$ cat src/rtl/student_record_parser.sv
// ---------------------------------------------------------------------------
// student_record_parser
//
// Turns an ASCII stream of student records into the feature vector used by
// the decision-tree stage. Each record is one line of the form
//     f1,f2,f3,f4,f5,f6<LF>
// where f1/f3 are integers, f2 is a percentage with an optional fraction,
// f4 is a single digit 0-3, and f5/f6 are 'Y' or 'N'. CR bytes are ignored.
// A good record is presented for one cycle on feat_valid; a bad record is
// dropped through to its LF, reported on rec_error and counted.
//
// Ports
//   clk, reset        : rising-edge clock, async active-high reset
//   in_data/in_valid  : byte stream in; transfer when in_valid && in_ready
//   in_ready          : low only while reset is asserted or in EMIT
//   study_hours       : field 1
//   attendance        : field 2 as percent*10^FRAC_DIGITS, clamped to ATT_MAX
//   past_scores       : field 3
//   parental_edu      : field 4
//   internet_access   : field 5 ('Y'=1)
//   extracurricular   : field 6 ('Y'=1)
//   feat_valid        : one-cycle strobe, new vector on the feature outputs
//   rec_error         : one-cycle strobe, a record was rejected
//   rec_count         : good-record count (wraps)
//   err_count         : rejected-record count (wraps)
//
// state   | meaning
// --------+----------------------------------------------------------------
// INT     | accumulating integer digits / single-char fields (idx 0-5)
// FRAC    | accumulating attendance fraction digits (idx 1)
// DISCARD | record is bad, dropping bytes up to and including the LF
// EMIT    | one cycle: vector and strobe are out, input stalled
// ---------------------------------------------------------------------------
module student_record_parser #(
    parameter int DATA_W      = 16,
    parameter int FRAC_DIGITS = 2,
    parameter int ATT_MAX     = 9999
) (
    input  logic              clk,
    input  logic              reset,
    input  logic [7:0]        in_data,
    input  logic              in_valid,
    output logic              in_ready,
    output logic [DATA_W-1:0] study_hours,
    output logic [DATA_W-1:0] attendance,
    output logic [DATA_W-1:0] past_scores,
    output logic [1:0]        parental_edu,
    output logic              internet_access,
    output logic              extracurricular,
    output logic              feat_valid,
    output logic              rec_error,
    output logic [DATA_W-1:0] rec_count,
    output logic [DATA_W-1:0] err_count
);

    localparam int ACC_W     = DATA_W + 1;
    localparam int MAC_W     = ACC_W + 4;
    localparam int ATT_SCALE = 10 ** FRAC_DIGITS;
    localparam logic [MAC_W-1:0] FIELD_MAX = MAC_W'((64'd1 << DATA_W) - 64'd1);

    localparam logic [7:0] CH_LF    = 8'h0A;
    localparam logic [7:0] CH_CR    = 8'h0D;
    localparam logic [7:0] CH_COMMA = 8'h2C;
    localparam logic [7:0] CH_DOT   = 8'h2E;
    localparam logic [7:0] CH_Y     = 8'h59;
    localparam logic [7:0] CH_N     = 8'h4E;

    typedef enum logic [1:0] {
        ST_INT,
        ST_FRAC,
        ST_DISCARD,
        ST_EMIT
    } state_t;

    state_t              state_q, state_d;
    logic [2:0]          fidx_q, fidx_d;
    logic [ACC_W-1:0]    acc_q, acc_d;
    logic                have_q, have_d;        // current field has content
    logic [DATA_W-1:0]   att_int_q, att_int_d;  // attendance integer part
    logic [15:0]         frac_q, frac_d;
    logic [3:0]          frac_cnt_q, frac_cnt_d;

    // Staging for the record in progress; copied to outputs only on EMIT.
    logic [DATA_W-1:0]   f1_st_q, f1_st_d;
    logic [DATA_W-1:0]   att_st_q, att_st_d;
    logic [DATA_W-1:0]   f3_st_q, f3_st_d;
    logic [1:0]          f4_st_q, f4_st_d;
    logic                f5_st_q, f5_st_d;
    logic                f6_st_q, f6_st_d;

    logic [DATA_W-1:0]   study_hours_q, study_hours_d;
    logic [DATA_W-1:0]   attendance_q, attendance_d;
    logic [DATA_W-1:0]   past_scores_q, past_scores_d;
    logic [1:0]          parental_edu_q, parental_edu_d;
    logic                internet_access_q, internet_access_d;
    logic                extracurricular_q, extracurricular_d;
    logic                feat_valid_q, feat_valid_d;
    logic                rec_error_q, rec_error_d;
    logic [DATA_W-1:0]   rec_count_q, rec_count_d;
    logic [DATA_W-1:0]   err_count_q, err_count_d;

    logic                take;
    logic                is_digit;
    logic                is_yn;
    logic [3:0]          digit;
    logic [MAC_W-1:0]    acc_mac;
    logic                acc_ovf;
    logic                bad;
    logic                emit;

    // Attendance = int*10^FRAC_DIGITS + fraction, with absent fraction
    // digits treated as trailing zeros, clamped to ATT_MAX.
    function automatic logic [DATA_W-1:0] scale_att(
        input logic [DATA_W-1:0] ip,
        input logic [15:0]       fr,
        input logic [3:0]        cnt
    );
        logic [39:0] pad;
        logic [39:0] full;
        pad = 40'(fr);
        for (int i = 0; i < FRAC_DIGITS; i++) begin
            if (i >= int'(cnt)) pad = pad * 40'd10;
        end
        full = 40'(ip) * 40'(ATT_SCALE) + pad;
        if (full > 40'(ATT_MAX)) return DATA_W'(ATT_MAX);
        return full[DATA_W-1:0];
    endfunction

    assign in_ready = (state_q != ST_EMIT) && !reset;
    assign take     = in_valid && in_ready;
    assign is_digit = (in_data >= 8'h30) && (in_data <= 8'h39);
    assign is_yn    = (in_data == CH_Y) || (in_data == CH_N);
    assign digit    = in_data[3:0];
    assign acc_mac  = MAC_W'(acc_q) * MAC_W'(10) + MAC_W'(digit);
    assign acc_ovf  = acc_mac > FIELD_MAX;

    always_comb begin
        state_d           = state_q;
        fidx_d            = fidx_q;
        acc_d             = acc_q;
        have_d            = have_q;
        att_int_d         = att_int_q;
        frac_d            = frac_q;
        frac_cnt_d        = frac_cnt_q;
        f1_st_d           = f1_st_q;
        att_st_d          = att_st_q;
        f3_st_d           = f3_st_q;
        f4_st_d           = f4_st_q;
        f5_st_d           = f5_st_q;
        f6_st_d           = f6_st_q;
        study_hours_d     = study_hours_q;
        attendance_d      = attendance_q;
        past_scores_d     = past_scores_q;
        parental_edu_d    = parental_edu_q;
        internet_access_d = internet_access_q;
        extracurricular_d = extracurricular_q;
        feat_valid_d      = 1'b0;
        rec_error_d       = 1'b0;
        rec_count_d       = rec_count_q;
        err_count_d       = err_count_q;
        bad               = 1'b0;
        emit              = 1'b0;

        if (take) begin
            unique case (state_q)
                ST_INT: begin
                    if (in_data == CH_CR) begin
                        // ignored
                    end else if (in_data == CH_LF) begin
                        if (fidx_q == 3'd5 && have_q) begin
                            emit = 1'b1;
                        end else if (!(fidx_q == 3'd0 && !have_q)) begin
                            bad = 1'b1;
                        end
                        // a bare LF falls through with nothing to do
                    end else if (in_data == CH_COMMA) begin
                        if (!have_q || fidx_q == 3'd5) begin
                            bad = 1'b1;
                        end else begin
                            unique case (fidx_q)
                                3'd0:    f1_st_d  = acc_q[DATA_W-1:0];
                                3'd1:    att_st_d = scale_att(acc_q[DATA_W-1:0], 16'd0, 4'd0);
                                3'd2:    f3_st_d  = acc_q[DATA_W-1:0];
                                3'd3:    f4_st_d  = acc_q[1:0];
                                default: ;
                            endcase
                            fidx_d = fidx_q + 3'd1;
                            acc_d  = '0;
                            have_d = 1'b0;
                        end
                    end else if (in_data == CH_DOT) begin
                        if (fidx_q == 3'd1 && have_q) begin
                            att_int_d  = acc_q[DATA_W-1:0];
                            frac_d     = '0;
                            frac_cnt_d = '0;
                            state_d    = ST_FRAC;
                        end else begin
                            bad = 1'b1;
                        end
                    end else if (is_digit) begin
                        if (fidx_q <= 3'd2) begin
                            if (acc_ovf) begin
                                bad = 1'b1;
                            end else begin
                                acc_d  = acc_mac[ACC_W-1:0];
                                have_d = 1'b1;
                            end
                        end else if (fidx_q == 3'd3) begin
                            if (have_q || digit > 4'd3) begin
                                bad = 1'b1;
                            end else begin
                                acc_d  = ACC_W'(digit);
                                have_d = 1'b1;
                            end
                        end else begin
                            bad = 1'b1;
                        end
                    end else if (is_yn) begin
                        if (fidx_q == 3'd4 && !have_q) begin
                            f5_st_d = (in_data == CH_Y);
                            have_d  = 1'b1;
                        end else if (fidx_q == 3'd5 && !have_q) begin
                            f6_st_d = (in_data == CH_Y);
                            have_d  = 1'b1;
                        end else begin
                            bad = 1'b1;
                        end
                    end else begin
                        bad = 1'b1;
                    end
                end

                ST_FRAC: begin
                    if (in_data == CH_CR) begin
                        // ignored
                    end else if (is_digit) begin
                        // digits past the kept precision are truncated
                        if (int'(frac_cnt_q) < FRAC_DIGITS) begin
                            frac_d     = 16'(frac_q * 16'd10 + 16'(digit));
                            frac_cnt_d = frac_cnt_q + 4'd1;
                        end
                    end else if (in_data == CH_COMMA) begin
                        att_st_d = scale_att(att_int_q, frac_q, frac_cnt_q);
                        fidx_d   = 3'd2;
                        acc_d    = '0;
                        have_d   = 1'b0;
                        state_d  = ST_INT;
                    end else begin
                        bad = 1'b1;
                    end
                end

                ST_DISCARD: begin
                    if (in_data == CH_LF) begin
                        rec_error_d = 1'b1;
                        err_count_d = err_count_q + DATA_W'(1);
                        fidx_d      = '0;
                        acc_d       = '0;
                        have_d      = 1'b0;
                        state_d     = ST_INT;
                    end
                end

                default: ;
            endcase
        end

        // An error found on the LF itself closes the record right away;
        // otherwise the rest of the line still has to be skipped.
        if (bad) begin
            if (in_data == CH_LF) begin
                rec_error_d = 1'b1;
                err_count_d = err_count_q + DATA_W'(1);
                fidx_d      = '0;
                acc_d       = '0;
                have_d      = 1'b0;
                state_d     = ST_INT;
            end else begin
                state_d = ST_DISCARD;
            end
        end

        if (emit) begin
            study_hours_d     = f1_st_q;
            attendance_d      = att_st_q;
            past_scores_d     = f3_st_q;
            parental_edu_d    = f4_st_q;
            internet_access_d = f5_st_q;
            extracurricular_d = f6_st_q;
            feat_valid_d      = 1'b1;
            rec_count_d       = rec_count_q + DATA_W'(1);
            fidx_d            = '0;
            acc_d             = '0;
            have_d            = 1'b0;
            state_d           = ST_EMIT;
        end

        if (state_q == ST_EMIT) state_d = ST_INT;
    end

    always_ff @(posedge clk or posedge reset) begin
        if (reset) begin
            state_q           <= ST_INT;
            fidx_q            <= '0;
            acc_q             <= '0;
            have_q            <= 1'b0;
            att_int_q         <= '0;
            frac_q            <= '0;
            frac_cnt_q        <= '0;
            f1_st_q           <= '0;
            att_st_q          <= '0;
            f3_st_q           <= '0;
            f4_st_q           <= '0;
            f5_st_q           <= 1'b0;
            f6_st_q           <= 1'b0;
            study_hours_q     <= '0;
            attendance_q      <= '0;
            past_scores_q     <= '0;
            parental_edu_q    <= '0;
            internet_access_q <= 1'b0;
            extracurricular_q <= 1'b0;
            feat_valid_q      <= 1'b0;
            rec_error_q       <= 1'b0;
            rec_count_q       <= '0;
            err_count_q       <= '0;
        end else begin
            state_q           <= state_d;
            fidx_q            <= fidx_d;
            acc_q             <= acc_d;
            have_q            <= have_d;
            att_int_q         <= att_int_d;
            frac_q            <= frac_d;
            frac_cnt_q        <= frac_cnt_d;
            f1_st_q           <= f1_st_d;
            att_st_q          <= att_st_d;
            f3_st_q           <= f3_st_d;
            f4_st_q           <= f4_st_d;
            f5_st_q           <= f5_st_d;
            f6_st_q           <= f6_st_d;
            study_hours_q     <= study_hours_d;
            attendance_q      <= attendance_d;
            past_scores_q     <= past_scores_d;
            parental_edu_q    <= parental_edu_d;
            internet_access_q <= internet_access_d;
            extracurricular_q <= extracurricular_d;
            feat_valid_q      <= feat_valid_d;
            rec_error_q       <= rec_error_d;
            rec_count_q       <= rec_count_d;
            err_count_q       <= err_count_d;
        end
    end

    assign study_hours     = study_hours_q;
    assign attendance      = attendance_q;
    assign past_scores     = past_scores_q;
    assign parental_edu    = parental_edu_q;
    assign internet_access = internet_access_q;
    assign extracurricular = extracurricular_q;
    assign feat_valid      = feat_valid_q;
    assign rec_error       = rec_error_q;
    assign rec_count       = rec_count_q;
    assign err_count       = err_count_q;

endmodule

$ cat config.mk
export PLATFORM = sky130hd
export DESIGN_NAME = student_record_parser
export DESIGN_NICKNAME = d
export VERILOG_FILES = /design/src/rtl/student_record_parser.sv
export SDC_FILE = /design/constraint.sdc
export NUM_CORES = 1
export LEC_CHECK = 0
export CORE_MARGIN = 2
export CORE_UTILIZATION = 49
export CTS_CLUSTER_DIAMETER = 120
export CTS_CLUSTER_SIZE = 40
export DETAILED_ROUTE_END_ITERATION = 7
export PLACE_DENSITY = 0.7
export SYNTH_ARGS = -nofsm -noshare
export SYNTH_HDL_FRONTEND = slang
export SYNTH_SLANG_ARGS = --single-unit
export TNS_END_PERCENT = 100
$ cat constraint.sdc
create_clock -name clk -period 8.19 [get_ports clk]
set_input_delay 2.457 -clock clk [delete_from_list [all_inputs] [get_ports clk]]
set_output_delay 2.457 -clock clk [all_outputs]
set_load 0.01 [all_outputs]
==> results of run 1 <==
-- state kept, by name (all words and copies together) (netlist names), 16 cells and up --
register and cells:
att_st_q 16, attendance 16, att_int_q 16, frac_q 16
f1_st_q 16, acc_q 17, f3_st_q 16, study_hours 16
rec_count 16, past_scores 16, err_count 16
-- through the flow --
step	hold WS, ns	utilization	area, um2	setup WS (ns)	power, mW
finish	0.4672	0.5587	18690	0.6418	2.943
global route	0.4950	0.5587	18690	0.01936	3.137
CTS	0.4711	0.5587	18690	0.6585	2.964
detailed placement	0.4529	0.5409	18090	0.6977	2.095
global placement	0.4501	0.5409	18090	0.8105	2.088
floorplan	0.4376	-	16640	0.3640	1.837
-- worst max-delay path, delay by kind of cell, from the launching register on --
family,cells,cell delay (ns)
xor+xnor,2,0.47
flops,1,0.46
compound gates,15,2.72
fa+ha+maj,6,2.16
simple gates,6,1.64
-- synth_stat cells (38+ instances only) --
cell	instances
nand3_1	52
nand2_1	326
inv_1	173
mux2_2	49
a21oi_1	88
nor2_1	108
xor2_1	48
clkbuf_1	38
o21ai_0	101
dfrtp_1	197
ha_1	240
xnor2_1	73
-- where the power goes --
group          internal, mW  switching (mW)  total, mW
Combinational         0.397           0.670       1.07
Clock                 0.414           0.439      0.854
Sequential            0.993          0.0301       1.02
Total                  1.80            1.14       2.94
-- worst min path at each step --
stage / startpoint / to / slack, ns / cells past startpoint
after floorplan: att_st_q[14] / attendance[14] / 0.44 / 2
after global placement: att_st_q[15] / attendance[15] / 0.45 / 2
after detailed placement: att_st_q[15] / attendance[15] / 0.45 / 2
after CTS: attendance[3] / attendance[3] / 0.47 / 2
after global routing: rec_count[15] / rec_count[15] / 0.49 / 1
final: attendance[14] / attendance[14] / 0.47 / 2
-- logic make-up after synthesis --
logic type                 count (synthesis)
AOI/OAI and AO/OA                        369
xor gates and xnor gates                 122
adders and majority gates                268
buffers and inverters                    224
DFF                                      197
muxes                                     55
and+or+nand+nor                          674
-- layer usage --
layer / routed length, um / up-vias / global-route usage
met5: 0 / - / 0
met4: 780 / 0 / 0.06572
met3: 1824 / 56 / 0.02943
met2: 18250 / 364 / 0.3656
met1: 19700 / 6609 / 0.3354
li1: - / 6810 / -
-- cell type report --
cell class / instances / area [um2] / share of cell area
Clock buffer: 17 / 425.4 / 0.02276
Clock inverter: 15 / 171.4 / 0.009172
Inverter: 173 / 656.9 / 0.03515
Multi-Input combinational cell: 1488 / 10870 / 0.5816
Sequential cell: 197 / 4930 / 0.2638
Tap cell: 448 / 560.5 / 0.02999
Timing Repair Buffer: 111 / 1076 / 0.05757
==> flow_metrics.env, run 1 <==
export IMPL_h_tree_depth=4
export IMPL_synthAdderAreaFrac=0.2141
export IMPL_num_antenna_cells=0
export IMPL_grt_overflow_total=0
export IMPL_hold_viol=0
export IMPL_yosys_area_share_simple=0.1877
export IMPL_finalWirelength_um=40560
export IMPL_r2r_slack_ns=0.64
export IMPL_nFillCells=2979
export IMPL_syn_mean_instance_area_um2=8.717
export IMPL_coreArea_um2=33450
export IMPL_pin_count=98
export IMPL_endpoint="att_st_q[11]"
export IMPL_hold_buffers=0
export IMPL_antenna_found_initial=0
export IMPL_cap_violations=0
export IMPL_path_clk_slew_ns=0.08
export IMPL_leakage_nw=9.641
export IMPL_fmax_ghz=0.1325
export IMPL_synth_seq_area_share=0.2962
export IMPL_worstPathRequired_ns=8.54
export IMPL_post_drt_via_cell_ratio=5.651
export IMPL_dp_cells=2417
export IMPL_slew_headroom=0.1502
export IMPL_reg2regPathDepth=29
export IMPL_gp_congestion=0.8990
export IMPL_rr_endpoint="att_st_q[11]"
export IMPL_max_stage_delay_ns=0.46
export IMPL_grt_pass1_vias=13137
export IMPL_clockBufferDepth=2
export IMPL_io_buffers=97
export IMPL_hpwlAfterDp_um=30690
export IMPL_drive_above_1_share=0.06847
export IMPL_crit_start="frac_q[1]"
export IMPL_grt_max_degree=124
export IMPL_synth_mux_area_frac=0.03729
export IMPL_synth_top_flop_cell="dfrtp_1"
export IMPL_synth_async_reset_ratio=1.000
export IMPL_cts_resized=0
export IMPL_clk_insertion_delay_late_ns=0.46
export IMPL_detail_route_antenna_nets=0
export IMPL_syn_inst=1909
export IMPL_rows=67
export IMPL_die_x_um=188.3
export IMPL_skew_ns=0.01400
export IMPL_cts_made_buffers=17
export IMPL_drcViolationCount=0
export IMPL_synth_top_area_cell="dfrtp_1"
export IMPL_drtIter0Drc=1003
export IMPL_grt_pass1_wl_um=67130
export IMPL_power_density_nw_per_um2=157.5
export IMPL_layout_common_cells="nand2_1, ha_1, dfrtp_1"
export IMPL_setup_tns_final_ns=0
export IMPL_cts_root_buf="clkbuf_16"
export IMPL_synth_top_family_by_area="adder cells"
export IMPL_setup_viol=0
export IMPL_end_kind="flip-flop"
export IMPL_area_growth_pct=12.31
export IMPL_yosysTopAreaCellShare=0.2962
export IMPL_cp_arrival_ns=7.90
export IMPL_worst_path_max_fanout=8
export IMPL_worstSetupStartpointType="flip-flop"
export IMPL_synth_edf_count=0
export IMPL_syn_nets=2188
export IMPL_grt_usage=0.2322
export IMPL_firstDrtPassIters=5
export IMPL_fin_crit_sh=0.9216
export IMPL_cts_tree="built"
export IMPL_drv_slew=0
export IMPL_critical_path_slowest_cell="dfrtp_1"
export IMPL_syn_area_um2=16640
export IMPL_postCtsSetupRepairBufs=0
export IMPL_final_common_cell="nand2_1"
export IMPL_outcome="completed"
export IMPL_rsz0062_at_grt="false"
export IMPL_hold_class="flip-flop to flip-flop"
export IMPL_post_synth_num_cell_types=88
export IMPL_tightest_slew_ns=1.273
export IMPL_routedWlPerCell_um=16.56
export IMPL_fin_cells=2449
export IMPL_vias=13839
export IMPL_synth_area_top_cells="dfrtp_1, ha_1, nand2_1"
export IMPL_clock_sinks=197
export IMPL_synth_xor_area_frac=0.06466
export IMPL_ys_warn_count=0
export IMPL_synth_seq_cells=197
export IMPL_fin_crit_ns=7.548
export IMPL_die_y_um=188.3
export IMPL_crit_top_cell="ha_1"
export IMPL_r2r_start="frac_q[1]"
export IMPL_synth_compound_area_share=0.1484
export IMPL_initial_utilization=0.4975
export IMPL_die_area_um2=35450
export IMPL_path_class="flip-flop to flip-flop"
export IMPL_nets=2267
export IMPL_ir_drop_v=0.0001498
No activity file was read; power rests on OpenSTA's default activity.
==> run 2: changes to the inputs <==
CELL_PAD_IN_SITES_DETAIL_PLACEMENT = 1   (was default)
CELL_PAD_IN_SITES_GLOBAL_PLACEMENT = 1   (was default)
CORE_UTILIZATION = 43   (was 49)
PLACE_DENSITY = default   (was 0.7)
PLACE_DENSITY_LB_ADDON = 0.1   (was default)
==> run 2 against run 1 <==
Compared with the run above: clock power is 3.5% higher; design area is 0.82% higher; setup slack gained 0.031 ns; final cell count grew 3.0%; first-iteration DRC count down 47%; critical path depth increased by 1; combinational power up 6%; flip-flop and latch count unchanged; register-to-register slack improved by 0.03 ns; largest cell class unchanged.
==> flow_metrics.env, run 2 (same netlist as run 1, synthesis figures left out) <==
export IMPL_place_area_um2=18230
export IMPL_power_total_mw=3.046
export IMPL_worst_path_max_fanout=8
export IMPL_area_growth_pct=13.23
export IMPL_worstSetupStartpointType="flip-flop"
export IMPL_vias=14003
export IMPL_io_buffers=97
export IMPL_grt_overflow_total=0
export IMPL_tightest_slew_ns=1.065
export IMPL_cp_arrival_ns=7.92
export IMPL_layout_common_cells="nand2_1, ha_1, dfrtp_1"
export IMPL_cts_root_buf="clkbuf_16"
export IMPL_fin_crit_ns=7.518
export IMPL_hold_buffers=0
export IMPL_rows=72
export IMPL_fin_cells=2523
export IMPL_outcome="completed"
export IMPL_grt_pass1_wl_um=77360
export IMPL_drtIter0Drc=530
export IMPL_antenna_found_initial=0
export IMPL_die_x_um=200.7
export IMPL_hpwlAfterDp_um=35530
export IMPL_die_y_um=200.7
export IMPL_max_stage_delay_ns=0.51
export IMPL_grt_pass1_vias=14730
export IMPL_clk_insertion_delay_late_ns=0.50
export IMPL_drv_slew=0
export IMPL_skew_ns=0.01500
export IMPL_critical_path_slowest_cell="a2111oi_1"
export IMPL_hold_class="flip-flop to flip-flop"
export IMPL_num_antenna_cells=0
export IMPL_leakage_nw=9.670
export IMPL_pin_count=98
export IMPL_fin_util=0.4898
export IMPL_path_delay_family="compound AO/OA/AOI/OAI gates"
export IMPL_rsz0062_at_grt="false"
export IMPL_die_area_um2=40290
export IMPL_path_clk_slew_ns=0.08
export IMPL_cap_violations=0
export IMPL_grt_usage=0.2388
export IMPL_h_tree_depth=4
export IMPL_drcViolationCount=0
export IMPL_postCtsSetupRepairBufs=0
export IMPL_setup_tns_final_ns=0
export IMPL_grt_max_degree=101
export IMPL_cts_made_buffers=17
export IMPL_clock_sinks=197
export IMPL_initial_utilization=0.4326
export IMPL_nets=2271
export IMPL_worstPathRequired_ns=8.59
export IMPL_end_kind="flip-flop"
export IMPL_final_cell_area_um2=18840
export IMPL_largest_register="acc_q"
export IMPL_clockBufferDepth=2
export IMPL_ir_drop_v=0.0001546
export IMPL_setup_viol=0
export IMPL_dp_cells=2491
export IMPL_path_class="flip-flop to flip-flop"
export IMPL_detail_route_antenna_nets=0
export IMPL_coreArea_um2=38470
export IMPL_routedWlPerCell_um=18.41
export IMPL_drive_above_1_share=0.07082
export IMPL_fmax_ghz=0.1330
export IMPL_finalWirelength_um=46440
export IMPL_cts_tree="built"
export IMPL_hold_viol=0
export IMPL_final_common_cell="nand2_1"
export IMPL_path_buf_inv=0
export IMPL_slew_headroom=0.2902
export IMPL_gp_congestion=0.8694
export IMPL_crit_top_cell="ha_1"
export IMPL_fin_crit_sh=0.9179
export IMPL_cts_resized=0
export IMPL_largest_reg_flops=17
export IMPL_power_density_nw_per_um2=161.7
export IMPL_post_drt_via_cell_ratio=5.550
export IMPL_firstDrtPassIters=5
==> run 2: metrics by stage <==
| stage | setup WS, ns | hold WS, ns |
|---|---|---|
| finish | 0.6725 | 0.4654 |
| detailed placement | 0.5053 | 0.4547 |
| floorplan | 0.3640 | 0.4376 |
| global route | 0.01321 | 0.4928 |
| CTS | 0.4839 | 0.4731 |
| global placement | 0.8827 | 0.4486 |
==> run 2: worst min-delay path, stage by stage, from the launching register on <==
cell,delay [ns]
dfrtp_1,0.34
nand2_1,0.05
nand2_1,0.05
==> run 2: worst paths after layout <==
kind                                  end  slack (ns)  depth (start not counted)           start
setup / recovery             att_st_q[11]        0.67                         30       frac_q[1]
hold / removal             study_hours[6]        0.47                          2  study_hours[6]
setup reg to reg             att_st_q[11]        0.67                         30       frac_q[1]
hold reg to reg            study_hours[6]        0.47                          2  study_hours[6]
max in group asynchronous    rec_count[6]        4.68                          3           reset
min in group asynchronous       frac_q[9]        2.52                          2           reset
==> run 2: power breakdown <==
part,switching (mW),internal (mW),leakage [nW]
sequential,0.0342,0.993,2.68
combinational,0.726,0.409,6.70
clock,0.462,0.422,0.294
==> run 2: area by class of cell <==
class,count,area (um2)
clock inverter,14,173.9
sequential,197,4930
clock buffer,18,439.2
tap,518,648.1
timing repair buffer,115,1119
fill,4585,19630
multi-input combinational,1488,10880
inverter,173,656.9
==> run 2: layer usage <==
| layer | GRT usage | up-vias | wire, um |
|---|---|---|---|
| met2 | 0.4074 | 169 | 22370 |
| met4 | 0.06190 | 0 | 624 |
| met3 | 0.03506 | 42 | 1389 |
| li1 | - | 6804 | - |
| met1 | 0.3176 | 6988 | 22060 |
| met5 | 0 | - | 0 |
==> run 3: changes to the inputs <==
CORE_MARGIN = default   (was 2)
MAX_ROUTING_LAYER = met4   (was default)
SLEW_MARGIN = 10   (was default)
==> run 3 against run 2 <==
Compared with the run above: design area shrank 0.15%; critical path depth down 1; via count is 0.13% higher; clock skew is 0.00088 ns higher; final cell count fell by 0.28%; count of clock-buffer cells in the layout decreased by 1.
==> flow_metrics.env, run 3 (same netlist as run 1, synthesis figures left out) <==
export IMPL_worst_path_max_fanout=8
export IMPL_final_common_cell="nand2_1"
export IMPL_die_x_um=198.7
export IMPL_hpwlAfterDp_um=36400
export IMPL_initial_utilization=0.4397
export IMPL_nets=2272
export IMPL_fmax_ghz=0.1313
export IMPL_firstDrtPassIters=5
export IMPL_fin_crit_sh=0.9301
export IMPL_place_area_um2=18210
export IMPL_worstPathRequired_ns=8.57
export IMPL_ff_latch_area_um2=4930
export IMPL_postCtsSetupRepairBufs=0
export IMPL_tightest_slew_ns=1.020
export IMPL_die_y_um=198.7
export IMPL_final_cell_area_um2=18810
export IMPL_skew_ns=0.01588
export IMPL_path_delay_family="compound AO/OA/AOI/OAI gates"
export IMPL_clk_insertion_delay_late_ns=0.48
export IMPL_drive_above_1_share=0.07182
export IMPL_cap_violations=0
export IMPL_outcome="completed"
export IMPL_setup_viol=0
export IMPL_area_growth_pct=13.06
export IMPL_h_tree_depth=4
export IMPL_grt_overflow_total=0
export IMPL_cts_made_buffers=17
export IMPL_path_class="flip-flop to flip-flop"
export IMPL_clock_sinks=197
export IMPL_max_stage_delay_ns=0.45
export IMPL_drcViolationCount=0
export IMPL_setup_tns_final_ns=0
export IMPL_cts_tree="built"
export IMPL_cp_arrival_ns=7.99
export IMPL_clockBufferDepth=2
export IMPL_layout_common_cells="nand2_1, ha_1, dfrtp_1"
export IMPL_worstSetupStartpointType="flip-flop"
export IMPL_slew_headroom=0.3199
export IMPL_grt_pass1_wl_um=77040
export IMPL_vias=14021
export IMPL_hold_viol=0
export IMPL_die_area_um2=39490
export IMPL_detail_route_antenna_nets=0
export IMPL_rows=71
export IMPL_grt_pass1_vias=14707
export IMPL_leakage_nw=9.659
export IMPL_largest_register="acc_q"
export IMPL_nFillCells=4448
export IMPL_gp_congestion=0.8867
export IMPL_drtIter0Drc=602
export IMPL_io_buffers=97
export IMPL_num_antenna_cells=0
export IMPL_path_clk_slew_ns=0.07
export IMPL_crit_top_cell="ha_1"
export IMPL_power_density_nw_per_um2=160.9
export IMPL_pin_count=98
export IMPL_post_drt_via_cell_ratio=5.573
export IMPL_rsz0062_at_grt="false"
export IMPL_ir_drop_v=0.0001759
export IMPL_path_buf_inv=0
export IMPL_cts_root_buf="clkbuf_16"
export IMPL_multi_input_area_um2=10890
export IMPL_coreArea_um2=37840
export IMPL_routedWlPerCell_um=18.69
export IMPL_end_kind="flip-flop"
export IMPL_largest_reg_flops=17
export IMPL_drv_slew=0
export IMPL_antenna_found_initial=0
export IMPL_grt_usage=0.2563
export IMPL_finalWirelength_um=47030
export IMPL_hold_class="flip-flop to flip-flop"
export IMPL_critical_path_slowest_cell="dfrtp_1"
export IMPL_grt_max_degree=71
export IMPL_fin_crit_ns=7.618
run 3: cell types whose count changed in the layout (fill, tap and decap cells not counted), sizes merged:
cell | previous run | this run
buf | 18 | 19
clkbuf | 18 | 17
clkinvlp | 1 | 2
clkinv | 6 | 5
run 3: repair_timing:
action                     in CTS  in global routing
setup endpoints to repair       0                 14
hold buffers                    0                  0
resized for setup               0                  4
run 3: through the flow:
| step | hold WS, ns | setup slack [ns] | total power, mW | util | cells |
|---|---|---|---|---|---|
| after CTS | 0.4727 | 0.4039 | 3.054 | 0.4968 | 2516 |
| after detailed placement | 0.4558 | 0.4869 | 2.179 | 0.4813 | 2485 |
| after floorplan | 0.4376 | 0.3640 | 1.837 | - | 1909 |
| after global routing | 0.4947 | 0.004809 | 3.214 | 0.4972 | 2516 |
| final | 0.4652 | 0.5724 | 3.027 | 0.4972 | 2516 |
| after global placement | 0.4502 | 0.7138 | 2.151 | 0.4813 | 2485 |
run 3: final timing paths:
kind,start,end,slack [ns],depth (start not counted)
max,frac_q[1],att_st_q[12],0.57,29
min,attendance[7],attendance[7],0.47,2
max reg2reg,frac_q[1],att_st_q[12],0.57,29
min reg2reg,attendance[7],attendance[7],0.47,2
max in group asynchronous,reset,study_hours[7],4.42,3
min in group asynchronous,reset,state_q[1],2.46,2
run 3: cell type report:
cell class	instances	area share
Clock inverter	14	0.008645
Multi-Input combinational cell	1488	0.5786
Sequential cell	197	0.2620
Tap cell	511	0.03398
Clock buffer	17	0.02261
Timing Repair Buffer	116	0.05919
Inverter	173	0.03491
run 3: power breakdown:
part           internal [mW]  total, mW  leakage (nW)  switching, mW
combinational          0.407       1.14          6.70          0.730
clock                  0.410      0.863         0.281          0.453
sequential             0.993       1.03          2.68         0.0336
run 3: tightest hold or removal path, stage by stage, from the launching register on:
cell	delay, ns
dfrtp_1	0.34
nand2_1	0.05
nand2_1	0.04
run 3: per-layer routing:
| metal | share of wire | global-route usage |
|---|---|---|
| met5 | 0 | - |
| met4 | 0.019 | 0.07464 |
| met3 | 0.024 | 0.02747 |
| met2 | 0.48 | 0.4222 |
| met1 | 0.48 | 0.3319 |
